[src/rtl/inst_fetch.sv]
// inst_fetch: PC owner and prefetch buffer feeding decode; optional IFETCH_PERF_EN adds perf counters
module inst_fetch #(
    parameter logic [63:0] RESET_PC   = 64'h0,
    parameter int          FIFO_DEPTH = 2,
    parameter logic [31:0] NOP_INST   = 32'h0000_0013
) (
    input  logic        i_clk,
    input  logic        i_reset,
`ifdef IFETCH_PERF_EN
    output logic [31:0] o_fetch_count,
    output logic [31:0] o_bubble_count,
`endif
    input  logic        i_stall,
    input  logic        i_branch_taken,
    input  logic [63:0] i_branch_target,
    output logic        o_imem_req,
    output logic [63:0] o_imem_addr,
    input  logic        i_imem_ready,
    input  logic        i_imem_rvalid,
    input  logic [31:0] i_imem_rdata,
    output logic [31:0] o_inst,
    output logic [63:0] o_inst_pc,
    output logic        o_inst_valid
);
    localparam int AW = $clog2(FIFO_DEPTH);
    localparam logic [AW:0] DEPTH_C = (AW+1)'(FIFO_DEPTH);
    typedef enum logic [1:0] {S_IDLE, S_WAIT, S_DRAIN} state_t;
    state_t        r_state, w_next;
    logic [63:0]   r_pc, r_addr;
    logic [31:0]   r_fifo_inst [FIFO_DEPTH];
    logic [63:0]   r_fifo_pc   [FIFO_DEPTH];
    logic [AW-1:0] r_rd, r_wr;
    logic [AW:0]   r_count;
    logic          w_accept, w_push, w_pop;
    // A request is only raised with a free slot reserved, so every accepted word can be pushed
    assign w_accept     = o_imem_req && i_imem_ready;
    assign w_push       = (r_state == S_WAIT) && i_imem_rvalid && !i_branch_taken;
    assign w_pop        = (r_count != '0) && !i_stall && !i_branch_taken;
    assign o_imem_addr  = r_pc;
    assign o_inst_valid = r_count != '0;
    assign o_inst       = o_inst_valid ? r_fifo_inst[r_rd] : NOP_INST;
    assign o_inst_pc    = o_inst_valid ? r_fifo_pc[r_rd] : 64'h0;
    // FSM state register
    always_ff @(posedge i_clk) begin
        if (!i_reset) r_state <= S_IDLE;
        else r_state <= w_next;
    end
    // Next state and memory request; a redirect withdraws any unaccepted request
    always_comb begin
        w_next     = r_state;
        o_imem_req = (r_state == S_IDLE) && (r_count < DEPTH_C) && !i_branch_taken;
        case (r_state)
            S_IDLE:  w_next = w_accept ? S_WAIT : S_IDLE;
            S_WAIT:  w_next = i_imem_rvalid ? S_IDLE : (i_branch_taken ? S_DRAIN : S_WAIT);
            S_DRAIN: w_next = i_imem_rvalid ? S_IDLE : S_DRAIN;
            default: w_next = S_IDLE;
        endcase
    end
    // PC advances on accept, jumps on redirect; in-flight address kept for tagging the response
    always_ff @(posedge i_clk) begin
        if (!i_reset) begin
            r_pc   <= RESET_PC;
            r_addr <= RESET_PC;
        end else if (i_branch_taken) begin
            r_pc <= {i_branch_target[63:2], 2'b00};
        end else if (w_accept) begin
            r_pc   <= r_pc + 64'd4;
            r_addr <= r_pc;
        end
    end
    // Buffer pointers and occupancy; redirect flushes everything
    always_ff @(posedge i_clk) begin
        if (!i_reset || i_branch_taken) begin
            r_rd    <= '0;
            r_wr    <= '0;
            r_count <= '0;
        end else begin
            if (w_push) r_wr <= r_wr + AW'(1);
            if (w_pop) r_rd <= r_rd + AW'(1);
            r_count <= r_count + (AW+1)'(w_push) - (AW+1)'(w_pop);
        end
    end
    // Buffer storage
    always_ff @(posedge i_clk) begin
        if (i_reset && w_push) begin
            r_fifo_inst[r_wr] <= i_imem_rdata;
            r_fifo_pc[r_wr]   <= r_addr;
        end
    end
`ifdef IFETCH_PERF_EN
    // Pushed-word and unstalled-empty-cycle counters, survive redirects
    always_ff @(posedge i_clk) begin
        if (!i_reset) begin
            o_fetch_count  <= '0;
            o_bubble_count <= '0;
        end else begin
            o_fetch_count  <= o_fetch_count + 32'(w_push);
            o_bubble_count <= o_bubble_count + 32'(!o_inst_valid && !i_stall);
        end
    end
`endif
endmodule

[config.mk]
export PLATFORM = sky130hd
export DESIGN_NAME = inst_fetch
export DESIGN_NICKNAME = d
export VERILOG_FILES = /design/src/rtl/inst_fetch.sv
export SDC_FILE = /design/constraint.sdc
export NUM_CORES = 1
export LEC_CHECK = 0
export ABC_CLOCK_PERIOD_IN_PS = 9200
export BUFFER_PORTS_ARGS = -buffer_cell sky130_fd_sc_hd__clkbuf_2
export CAP_MARGIN = 25
export CORE_MARGIN = 1
export CORE_UTILIZATION = 31
export DETAILED_ROUTE_END_ITERATION = 8
export HOLD_SLACK_MARGIN = 0.06
export PLACE_DENSITY = 0.6
export REMOVE_ABC_BUFFERS = 1
export SLEW_MARGIN = 15
export SYNTH_ARGS = -nofsm -noshare
export SYNTH_HDL_FRONTEND = slang
export SYNTH_SLANG_ARGS = --single-unit
[constraint.sdc]
create_clock -name i_clk -period 9.2 [get_ports i_clk]
set_input_delay 1.84 -clock i_clk [delete_from_list [all_inputs] [get_ports i_clk]]
set_output_delay 1.84 -clock i_clk [all_outputs]
set_load 0.005 [all_outputs]
---- Word level (Yosys, flattened, before mapping) ----
Memory sizes are Yosys's and may differ from the RTL's. A register that Yosys moved wholly into a read port is not among the register bits.
Cells that the tools add are included.
W data, S select, Z words.
cells by class
  add/sub/neg operators ................... 5
  shift-type cells ........................ 0
  equal/unequal tests ..................... 2
  reductions and logical operators ........ 17
  bitwise gates (word level) .............. 2
  $mul .................................... 0
  order comparisons ....................... 1
  muxes and demuxes ....................... 15
  divide/modulo/power cells ............... 0
operator list
  cell                     number
  $mux W64                 3
  $add A64 B3 Y64 const B  1
  $mux W32                 1
  $logic_and A1 B1 Y1      8
  $mux W1                  7
  $mux W2                  3
  $pmux W2 S3              1
  $reduce_bool A2 Y1       2
  $logic_not A1 Y1         3
  $add A1 B1 Y1 const B    2
  $add A2 B1 Y2            1
  $eq A2 B1 Y1 const B     1
  $eq A2 B2 Y1 const B     1
  $logic_not A2 Y1         1
  $lt A2 B2 Y1 const B     1
  $not A1 Y1               2
  $reduce_and A2 Y1        1
  $reduce_or A2 Y1         1
  $sub A2 B1 Y2            1
  $logic_or A1 B1 Y1       1
storage, ports and cells
  output and inout bits ................... 162
  bits in read-only memories .............. 0
  memories kept ........................... 2
  register bits ........................... 134
  memory bits (writable) .................. 192
  input port bits ......................... 102
  logic and storage cells ................. 51
  bits in latches ......................... 0
memory list
  name         depth  width  rd ports  clocked after Yosys merged registers in  wr ports  RTL line  RTL
  r_fifo_pc    2      64     1         1                                        1         31        logic [63:0] r_fifo_pc [FIFO_DEPTH];
  r_fifo_inst  2      32     1         1                                        1         30        logic [31:0] r_fifo_inst [FIFO_DEPTH];

---- Logic depth before layout (Yosys ltp) ----
Gate-level depths: netlist of the first run.
  word-level depth ........................ 6
  depth in mapped cells ................... 10
  mapped depth without buffers ............ 9

---- Worst setup path after synthesis of the first run ----
OpenSTA, ideal clock, no wires.
  path kind ............................... input port to flip-flop
  from .................................... in i_branch_taken
  to ...................................... mem r_fifo_inst[0][0], enable pin
  data arrival time ....................... 8.938 ns
  path buffers ............................ 2
  cell stages on the path ................. 5
  setup slack ............................. -0.399 ns
  setup time .............................. 0.662 ns
  required time ........................... 8.538 ns
  path through ............................ buf_2 > buf_1 > nor3_1 > inv_1 > nor3_1
on the way
  cells in the longest elaborated chain, start to end .. 5
ends and longest elaborated chain
  element                        RTL line  RTL
  from (decl)                    14        input logic i_branch_taken,
  $logic_not A1 Y1               37        assign w_push = (r_state == S_WAIT) && i_imem_rvalid && !i_branch_taken;
  $logic_and A1 B1 Y1            37
  $logic_and A1 B1 Y1            85        if (i_reset && w_push) begin
  $mux W1                        85
  $mux W1 (implied by the code)  86        r_fifo_inst[r_wr] <= i_imem_rdata;
  to (decl)                      30
No other way between the ends.

---- Final worst setup path of the first run ----
  from .................................... in i_branch_taken
  to ...................................... out o_imem_req
on the way
  cells in the longest elaborated chain, start to end .. 2
ends and longest elaborated chain
  element              RTL line  RTL
  $logic_not A1 Y1     51        o_imem_req = (r_state == S_IDLE) && (r_count < DEPTH_C) && !i_branch_taken;
  $logic_and A1 B1 Y1  51
  to (decl)            16        output logic o_imem_req,
No other way between the ends.

==> results of run 1 <==
-- worst paths after layout --
| kind | slack, ps | start | to | cells after the start |
|---|---|---|---|---|
| setup / recovery | 4160 | i_branch_taken | o_imem_req | 4 |
| hold / removal | 450 | r_addr[17]$_SDFFE_PN0P_ | r_fifo_pc[1][17]$_DFFE_PP_ | 0 |
| setup reg to reg | 6140 | r_state[0]$_SDFF_PN0_ | o_imem_addr[32]$_SDFFE_PN0P_ | 7 |
| hold reg to reg | 450 | r_addr[17]$_SDFFE_PN0P_ | r_fifo_pc[1][17]$_DFFE_PP_ | 0 |
-- state kept, by name, summed over array words and instances, names as in the netlist, named ones only --
name and count:
r_wr 1, r_fifo_inst 64, r_state 2, r_addr 62, r_fifo_pc 124, r_count 2
o_imem_addr 62, r_rd 1
-- worst max-delay path, stage by stage --
cell	delay, ps
buf_2	380
or4_4	700
inv_4	140
clkbuf_2	120
-- routing by layer --
| metal | part of all wire [%] | track usage, % | vias up |
|---|---|---|---|
| met4 | 2.5 | 5.75 | 2 |
| li1 | - | - | 4980 |
| met3 | 8.3 | 4.87 | 58 |
| met1 | 44 | 23.5 | 5013 |
| met2 | 45 | 26.8 | 400 |
| met5 | 0.025 | 0 | - |
-- cell usage after synthesis, types with 8 or more instances --
cell type | n | area, sq um
a21oi_1 | 95 | 475
a22oi_1 | 8 | 60.1
a31oi_1 | 25 | 156
a32oi_1 | 12 | 105
and3_1 | 17 | 106
buf_2 | 16 | 80.1
clkbuf_1 | 58 | 218
dfxtp_1 | 131 | 2620
edfxtp_1 | 188 | 5650
inv_1 | 12 | 45.0
mux2i_1 | 95 | 951
nand2_1 | 184 | 691
nand3_1 | 42 | 210
nand4_1 | 24 | 150
nor2_1 | 124 | 465
nor3_1 | 14 | 70.1
o211ai_1 | 9 | 67.6
o21ai_0 | 31 | 155
or3_1 | 12 | 75.1
or4_1 | 13 | 97.6
-- stage by stage --
stage          hold slack [ps]  TNS, ps
3_5_place_dp               438        0
6_report                   451        0
5_1_grt                    457        0
2_1_floorplan              425   -30610
4_1_cts                    452        0
3_3_place_gp               429        0
-- kinds of logic after synthesis --
family	count (synthesis)	share of synthesized area, %
AND/OR/NAND/NOR	469	16.7
flip-flops	319	61.4
AO/OA/AOI/OAI	230	10.7
buffers and inverters	102	3.26
multiplexers	99	7.40
XOR/XNOR	4	0.260
adder cells (fa/ha/maj)	3	0.279
other	1	0.0279
-- cell type report --
cell class	count	area (sq um)
repair buffers	276	1450
inverters	15	61.3
clock inverters	14	98.8
flip-flops and latches	319	8270
multi-input cells	809	4800
clock buffers	55	1150
fillers	4224	25900
well taps	577	722
-- where the power goes --
| part | switching [uW] | total [uW] | internal (uW) | leakage [uW] |
|---|---|---|---|---|
| logic | 102 | 164 | 61.9 | 0.00251 |
| registers | 39.5 | 1570 | 1530 | 0.00281 |
| clock network | 585 | 1480 | 899 | 0.000617 |
-- layout by cell type (no fill, tap or decap), types with 4 or more instances in the layout --
| master | netlist | final |
|---|---|---|
| nand2_1 | 184 | 184 |
| a21oi_1 | 95 | 94 |
| a21o_1 | 4 | 4 |
| a41oi_1 | 7 | 7 |
| or4_1 | 13 | 13 |
| buf_4 | 5 | 18 |
| nor4_1 | 4 | 4 |
| mux2i_1 | 95 | 95 |
| nor2_1 | 124 | 123 |
| clkinv_2 | 0 | 7 |
| nor4_4 | 4 | 4 |
| or3_1 | 12 | 12 |
| clkbuf_1 | 58 | 9 |
| clkinv_1 | 1 | 4 |
| edfxtp_1 | 188 | 188 |
| clkbuf_2 | 0 | 256 |
| nand3_1 | 42 | 42 |
| inv_1 | 12 | 12 |
| nor3_1 | 14 | 13 |
| dfxtp_1 | 131 | 130 |
| o31a_1 | 7 | 7 |
| o211ai_1 | 9 | 9 |
| nand4_1 | 24 | 24 |
| o21ai_0 | 31 | 31 |
| and4_1 | 7 | 7 |
| clkbuf_16 | 0 | 43 |
| a221oi_1 | 5 | 5 |
| a22oi_1 | 8 | 8 |
| and2_1 | 5 | 5 |
| conb_1 | 1 | 4 |
| and3_1 | 17 | 16 |
| o311ai_0 | 5 | 5 |
| a32oi_1 | 12 | 12 |
| a31oi_1 | 25 | 25 |
==> metrics.txt, run 1 <==
status finished clean; Tcrit/Tclk final a little over half; CTS tree yes; Final GP Congestion slightly below 0.8; Least-Margin Pin Slew 1100 ps; WP data arrival approximately 3200 ps; FMAX between 150 and 200 MHz; HP Class flip-flop to flip-flop; Ys Warns 0; hold bufs inserted after CTS 0; Post-CTS Resized 0; vias in the first global route around 9700; DR iter-0 viols 858; Yosys reg bits between 300 and 400; average size of a mapped cell 11.0 sq um; RSZ-0062 raised after global routing no; post-synthesis sequential area ratio between 60 and 70%; DP Area 15300 sq um; first-pass GRT wire length between 50000 and 60000 um; drt pass-1 iters 5; Clk Latency, worst-skew pair 540 ps; Worst Setup Path Type primary input to output port; Max Cap Viol 0; Slew Limit Fails 0; full die area 44300 sq um; Post-Synthesis Cell Area ~13000 sq um; Port Buf Inserts around 260; CP max FO 39; Setup-failing EPs final 0; Post-CTS Setup Bufs 0; crit start category primary input; CTS Buffer Depth 3; post-layout util between 30% and 40%; DRC violations left 0; Inserted Clock Buffers 38; Total GRT Usage 17.4%; grt ovf 0; dominant synthesized flop cell edfxtp_1; Antenna Cells 0; largest net degree at the start of global routing just under 70; DR WL/cell 19.1 um; Final Hold Vio Count 0; IO Count 264; crit path time final between 5000 and 6000 ps; via/cell ratio 5.06; setup ws final 4160 ps; Power Density 194 nW/um^2; root buf cell clkbuf_16; distinct cell type count after synthesis 66; Post-synth EDFFs around 190; Core ar. 42400 sq um; Setup crit end kind output port; final cell count without fillers slightly above 2000; die width 210 um; Post-DP HPWL around 25000 um; Leakage just under 0.006 uW; share of cells above drive strength 1 between 20% and 30%; Worst slew margin a little over a quarter; Initial Utilization a little under a third; placed cell count between 1500 and 2000; Synth Instances 1227; area delta synth->final 23.0%; final instance area roughly 17000 sq um; CTS H-tree lvls 2; Post-Route Skew 13.9 ps; Post-Route WL 39500 um; pre-CTS WS 4150 ps; clock-pin slew of the registers on the worst-case setup and hold paths approximately 60 ps; initial antenna violation count 1; clk sink count ~320; ys async rst share 0%; routed vias 10500; fin nets 1564; Crit path required time 7360 ps; chip height about 210 um; # rows 75; Antenna Nets Post-Route 0; Pwr Total ~3200 uW; VDD IR max slightly below 0.1 mV
Note: power is estimated with default switching activity, not from simulation.
==> run 2, diff against run 1 <==
Settings changed: ABC_CLOCK_PERIOD_IN_PS 9200 to 4400.
Clock period 9.2 ns to 4.4 ns, I/O delays scaled along.
==> metrics.txt, run 2 (synthesis gave the netlist of run 1 again) <==
status finished clean; CP Capture Point o_inst_pc[63]; Leakage 0.00598 uW (+0.56%); switch share 22.6% (+0.039 points); capture point of the worst reg-to-reg path o_imem_addr[45]$_SDFFE_PN0P_; setup tns final 0 ps (unchanged); max FFs per register 124 (unchanged); CTS tree yes; commonest non-fill, non-tap cell in the layout clkbuf_2; Fillers 4206 (-0.43%); Core ar. 42400 sq um (unchanged); Max stage delay cell, worst path dfxtp_4; DRC violations left 0 (unchanged); root buf cell clkbuf_16; clk sink count 319 (unchanged); biggest regs r_fifo_pc (124), r_fifo_inst (64); CTS H-tree lvls 2 (unchanged); via/cell ratio 5.06 (about the same); chip height 210 um (unchanged); Least-Margin Pin Slew 881 ps (-223 ps); Crit path required time 3520 ps (-3840 ps); Post-CTS Setup Bufs 0 (unchanged); CP peak stage delay 680 ps (-20 ps); Max Cap Viol 0 (unchanged); Critical R2R Launch o_imem_addr[27]$_SDFFE_PN0P_; Worst slew margin 41.2% (+15 points); # rows 75 (unchanged); Slew Limit Fails 0 (unchanged); sequential power share 48.6% (-0.2 points); Final GP Congestion 0.781 (+0.30%); Post-Route Skew 13.7 ps (-0.199 ps); worst-path cell chain buf_12 -> mux2i_1 -> nor2_1 -> clkbuf_2; worst r2r path cells 5 (-2); combinational power share 5.1% (about the same); initial antenna violation count 1 (unchanged); crit start category flip-flop; Setup-failing EPs final 0 (unchanged); Clock Power Share 46.3% (+0.2 points); HP Class flip-flop to flip-flop; Setup crit end kind output port; first-pass GRT wire length 58900 um (+0.86%); hold bufs inserted after CTS 0 (unchanged); Internal 5230 uW (+110%); vias in the first global route 9795 (+0.48%); Worst Setup Path Type flip-flop to output port; Port Buf Inserts 257 (unchanged); VDD IR max 0.208 mV (+120%); Antenna Nets Post-Route 0 (unchanged); DR WL/cell 19.0 um (-0.66%); CP delay by family, top flip-flops; routed vias 10500 (+0.32%); Final Hold Vio Count 0 (unchanged); FMAX around 320 MHz; Post-CTS Resized 0 (unchanged); Tcrit/Tclk final between 70% and 80%; reg-to-reg slack, setup 1600 ps (-4540 ps); most frequent cells in the layout 256 x clkbuf_2, 188 x edfxtp_1, 184 x nand2_1, 130 x dfxtp_1, 123 x nor2_1; RSZ-0062 raised after global routing no; Clk Latency, worst-skew pair 540 ps (about the same); Power Density 406 nW/um^2 (+110%); worst hold slack 446 ps (-4.97 ps); largest net degree at the start of global routing 93 (+37%); crit path time final roughly 3100 ps; NetSw 1530 uW (+110%); drt pass-1 iters 7 (+2); CTS Buffer Depth 3 (unchanged); area delta synth->final 23.6%; Initial Utilization 31.7% (unchanged); Post-Route WL 39400 um (-0.32%); DR iter-0 viols 700 (-18%); IO Count 264 (unchanged); clock-pin slew of the registers on the worst-case setup and hold paths 50 ps (about the same); fin nets 1570 (+0.38%); Largest Register r_fifo_pc; grt ovf 0 (unchanged); Total GRT Usage 17.6% (+0.15 points); die width 210 um (unchanged); full die area 44300 sq um (unchanged); Post-DP HPWL 25400 um (+0.26%); Inserted Clock Buffers 37 (-2.6%); WP data arrival 2210 ps (-990 ps); CP max FO 58 (+49%); CP Depth 4 (unchanged); Buf+Inv Stages, Crit Path 2 (-1); share of cells above drive strength 1 24.8% (+0.44 points)
-- run 2: cell types whose count changed in the layout (fill, tap and decap cells not counted), moves of 2 or more --
cell / change
clkinv_4: +2
buf_12: +4
clkinvlp_4: +2
clkbuf_1: -2
clkbuf_16: -4
bufinv_16: +3
buf_4: +4
-- run 2: worst min-delay path by stage --
stage | start | to | slack [ps] | cells after the start
floorplan | r_addr[10]$_SDFFE_PN0P_ | r_fifo_pc[0][10]$_DFFE_PP_ | 430 | 0
global placement | r_addr[3]$_SDFFE_PN0P_ | r_fifo_pc[1][3]$_DFFE_PP_ | 430 | 0
detailed placement | r_addr[37]$_SDFFE_PN0P_ | r_fifo_pc[0][37]$_DFFE_PP_ | 440 | 0
CTS | r_addr[51]$_SDFFE_PN0P_ | r_fifo_pc[0][51]$_DFFE_PP_ | 450 | 0
global route | r_addr[51]$_SDFFE_PN0P_ | r_fifo_pc[0][51]$_DFFE_PP_ | 460 | 0
finish | r_addr[23]$_SDFFE_PN0P_ | r_fifo_pc[0][23]$_DFFE_PP_ | 450 | 0
-- run 2: cell type report --
cell class	instances	area, sq um	share of cell area [%]
flip-flops and latches	319	8270	49.7
clock inverters	20	219	1.32
diodes	1	2.50	0.0150
inverters	15	61.3	0.368
multi-input cells	809	4800	28.9
repair buffers	283	1530	9.20
clock buffers	48	1030	6.19
well taps	577	722	4.34
-- run 2: power groups by stage --
stage                     registers [uW]  clock network [uW]  logic, uW
final                               3290                3130        346
after global placement              3340                   0        341
after floorplan                     3330                   0        150
after global routing                3300                3330        381
after detailed placement            3350                   0        350
after CTS                           3280                3210        351
-- run 2: metrics by stage --
stage / util, % / power, uW / instance area (sq um) / cells / worst slack [ps]
after global placement: 36.3 / 3680 / 15400 / 2003 / 1210
after floorplan: - / 3480 / 13100 / 1143 / -4170
after global routing: 39.2 / 7010 / 16600 / 2071 / 1140
after CTS: 39.2 / 6850 / 16600 / 2071 / 1260
final: 39.2 / 6760 / 16600 / 2072 / 1310
after detailed placement: 36.3 / 3700 / 15400 / 2003 / 1170
-- run 2: layer usage --
metal  global-route usage (%)  part of all wire [%]  vias up  wire (um)
li1                         -                     -     5000          -
met1                     24.2                    46     5078      18000
met2                     27.7                    46      362      18200
met3                     4.02                   6.7       46       2620
met4                     4.45                   1.6        0        628
met5                        0                     0        -          0
==> run 3, diff against run 2 <==
Settings changed: ABC_CLOCK_PERIOD_IN_PS 4400 to 2550.
Clock period 4.4 ns to 2.55 ns, I/O delays scaled along.
==> metrics.txt, run 3 (synthesis gave the netlist of run 1 again) <==
Post-CTS Resized 0 (unchanged); Post-DP HPWL 26800 um (+5.5%); via/cell ratio 4.99 (-1.4%); CP max FO 12 (-79%); status finished clean; root buf cell clkbuf_16; Slew Limit Fails 0 (unchanged); vias in the first global route 9865 (+0.71%); Tcrit/Tclk final a little over 90%; Port Buf Inserts 257 (unchanged); CTS Buffer Depth 3 (unchanged); grt ovf 0 (unchanged); chip height 210 um (unchanged); Max Cap Viol 0 (unchanged); reg-to-reg slack, setup 170 ps (-1430 ps); fin nets 1609 (+2.5%); most frequent cells in the layout 256 x clkbuf_2, 188 x edfxtp_1, 184 x nand2_1, 130 x dfxtp_1, 123 x nor2_1; hold depth 1 (+1); biggest regs r_fifo_pc (124), r_fifo_inst (64); drt pass-1 iters 5 (-2); routed vias 10500 (+0.48%); IO Count 264 (unchanged); VDD IR max 0.353 mV (+70%); die width 210 um (unchanged); Max stage delay cell, worst path nor4_4; max FFs per register 124 (unchanged); Worst slew margin 60.8% (+20 points); Setup-failing EPs final 0 (unchanged); worst hold slack 154 ps (-292 ps); CTS tree yes; Hold Crit Start i_imem_rdata[7]; initial antenna violation count 2 (+1); Leakage 0.00620 uW (+3.8%); Post-Route Skew 20.3 ps (+6.64 ps); crit start category flip-flop; clock-pin slew of the registers on the worst-case setup and hold paths 60 ps (about the same); Initial Utilization 31.7% (unchanged); Core ar. 42400 sq um (unchanged); FMAX between 400 and 500 MHz; Final GP Congestion 0.813 (+4.1%); RSZ-0062 raised after global routing no; Antenna Nets Post-Route 0 (unchanged); Power Density 686 nW/um^2 (+69%); Crit path required time 3020 ps (-500 ps); Clk Latency, worst-skew pair 550 ps (about the same); HP Class primary input to flip-flop; area delta synth->final 26.5%; setup ws final 171 ps (-1140 ps); DR WL/cell 18.7 um (-1.5%); post-layout util 40.2% (+0.93 points); share of cells above drive strength 1 26.5% (+1.7 points); Critical R2R Launch o_imem_addr[2]$_SDFFE_PN0P_; Inserted Clock Buffers 37 (unchanged); Hold Path Sink r_fifo_inst[1][7]$_DFFE_PP_; full die area 44300 sq um (unchanged); crit path time final around 2400 ps; capture point of the worst reg-to-reg path o_imem_addr[58]$_SDFFE_PN0P_; largest net degree at the start of global routing 69 (-26%); commonest non-fill, non-tap cell in the layout clkbuf_2; Setup crit end kind flip-flop; CP peak stage delay 510 ps (-170 ps); pre-CTS WS 60.8 ps (-1110 ps); Least-Margin Pin Slew 588 ps (-293 ps); Largest Register r_fifo_pc; DR iter-0 viols 796 (+14%); # rows 75 (unchanged); Total GRT Usage 17.4% (-0.12 points); CTS H-tree lvls 2 (unchanged); Post-Route WL 39500 um (+0.31%); first-pass GRT wire length 58800 um (-0.16%); worst r2r path cells 7 (+2); worst-path cell chain ha_1 -> nand3_2 -> nor4_4 -> buf_4 -> nand4_1 -> or4_1 -> a31oi_1; clk sink count 319 (unchanged); DRC violations left 0 (unchanged); Final Hold Vio Count 0 (unchanged); WP data arrival 2850 ps (+640 ps); Worst Setup Path Type flip-flop to flip-flop
-- run 3: how the worst max path moves through the flow --
stage,from,end,depth (start not counted)
floorplan,i_reset,r_fifo_inst[0][0]$_DFFE_PP_,2
global placement,i_branch_taken,o_imem_addr[37]$_SDFFE_PN0P_,7
detailed placement,i_branch_taken,o_imem_addr[39]$_SDFFE_PN0P_,7
CTS,flip-flop,o_inst_pc[45],4
global route,o_imem_addr[2]$_SDFFE_PN0P_,o_imem_addr[58]$_SDFFE_PN0P_,7
finish,o_imem_addr[2]$_SDFFE_PN0P_,o_imem_addr[58]$_SDFFE_PN0P_,7
-- run 3: worst max-delay path: cells and delay by family, from the launching register on --
kind,cells,cell delay [ps]
fa+ha+maj,1,220
compound gates,1,160
buf+inv,1,300
flops,1,330
simple gates,4,1290
-- run 3: final cells by class --
class | instances | area [sq um]
fillers | 4203 | 25400
flip-flops and latches | 319 | 8270
multi-input cells | 809 | 4800
repair buffers | 322 | 1940
clock buffers | 56 | 1120
well taps | 577 | 722
clock inverters | 11 | 113
inverters | 15 | 61.3
diodes | 2 | 5.00
-- run 3: power by group --
part | internal (uW) | total (uW) | leakage [uW] | switching (uW)
logic | 264 | 668 | 0.00279 | 403
registers | 5530 | 5640 | 0.00281 | 118
clock network | 3250 | 5380 | 0.000601 | 2130
-- run 3: stage by stage --
step	cell area, sq um	power [uW]	cells	TNS [ps]
2_1_floorplan	13100	6000	1143	-789710
3_3_place_gp	15800	6410	2040	0
3_5_place_dp	15800	6420	2040	0
4_1_cts	17000	11800	2107	0
5_1_grt	17000	12100	2111	0
6_report	17000	11700	2111	0
-- run 3: repair_timing --
action	in CTS	in global routing
endpoints found under the setup margin	0	2
buffers inserted	0	2
hold buffers	0	0
-- run 3: layer usage --
layer,routed length [um],track usage [%],vias to the layer above
met1,17600,23.7,5058
met4,967,6.40,0
met2,18100,27.1,356
met5,0,0,-
li1,-,-,5063
met3,2900,3.83,59
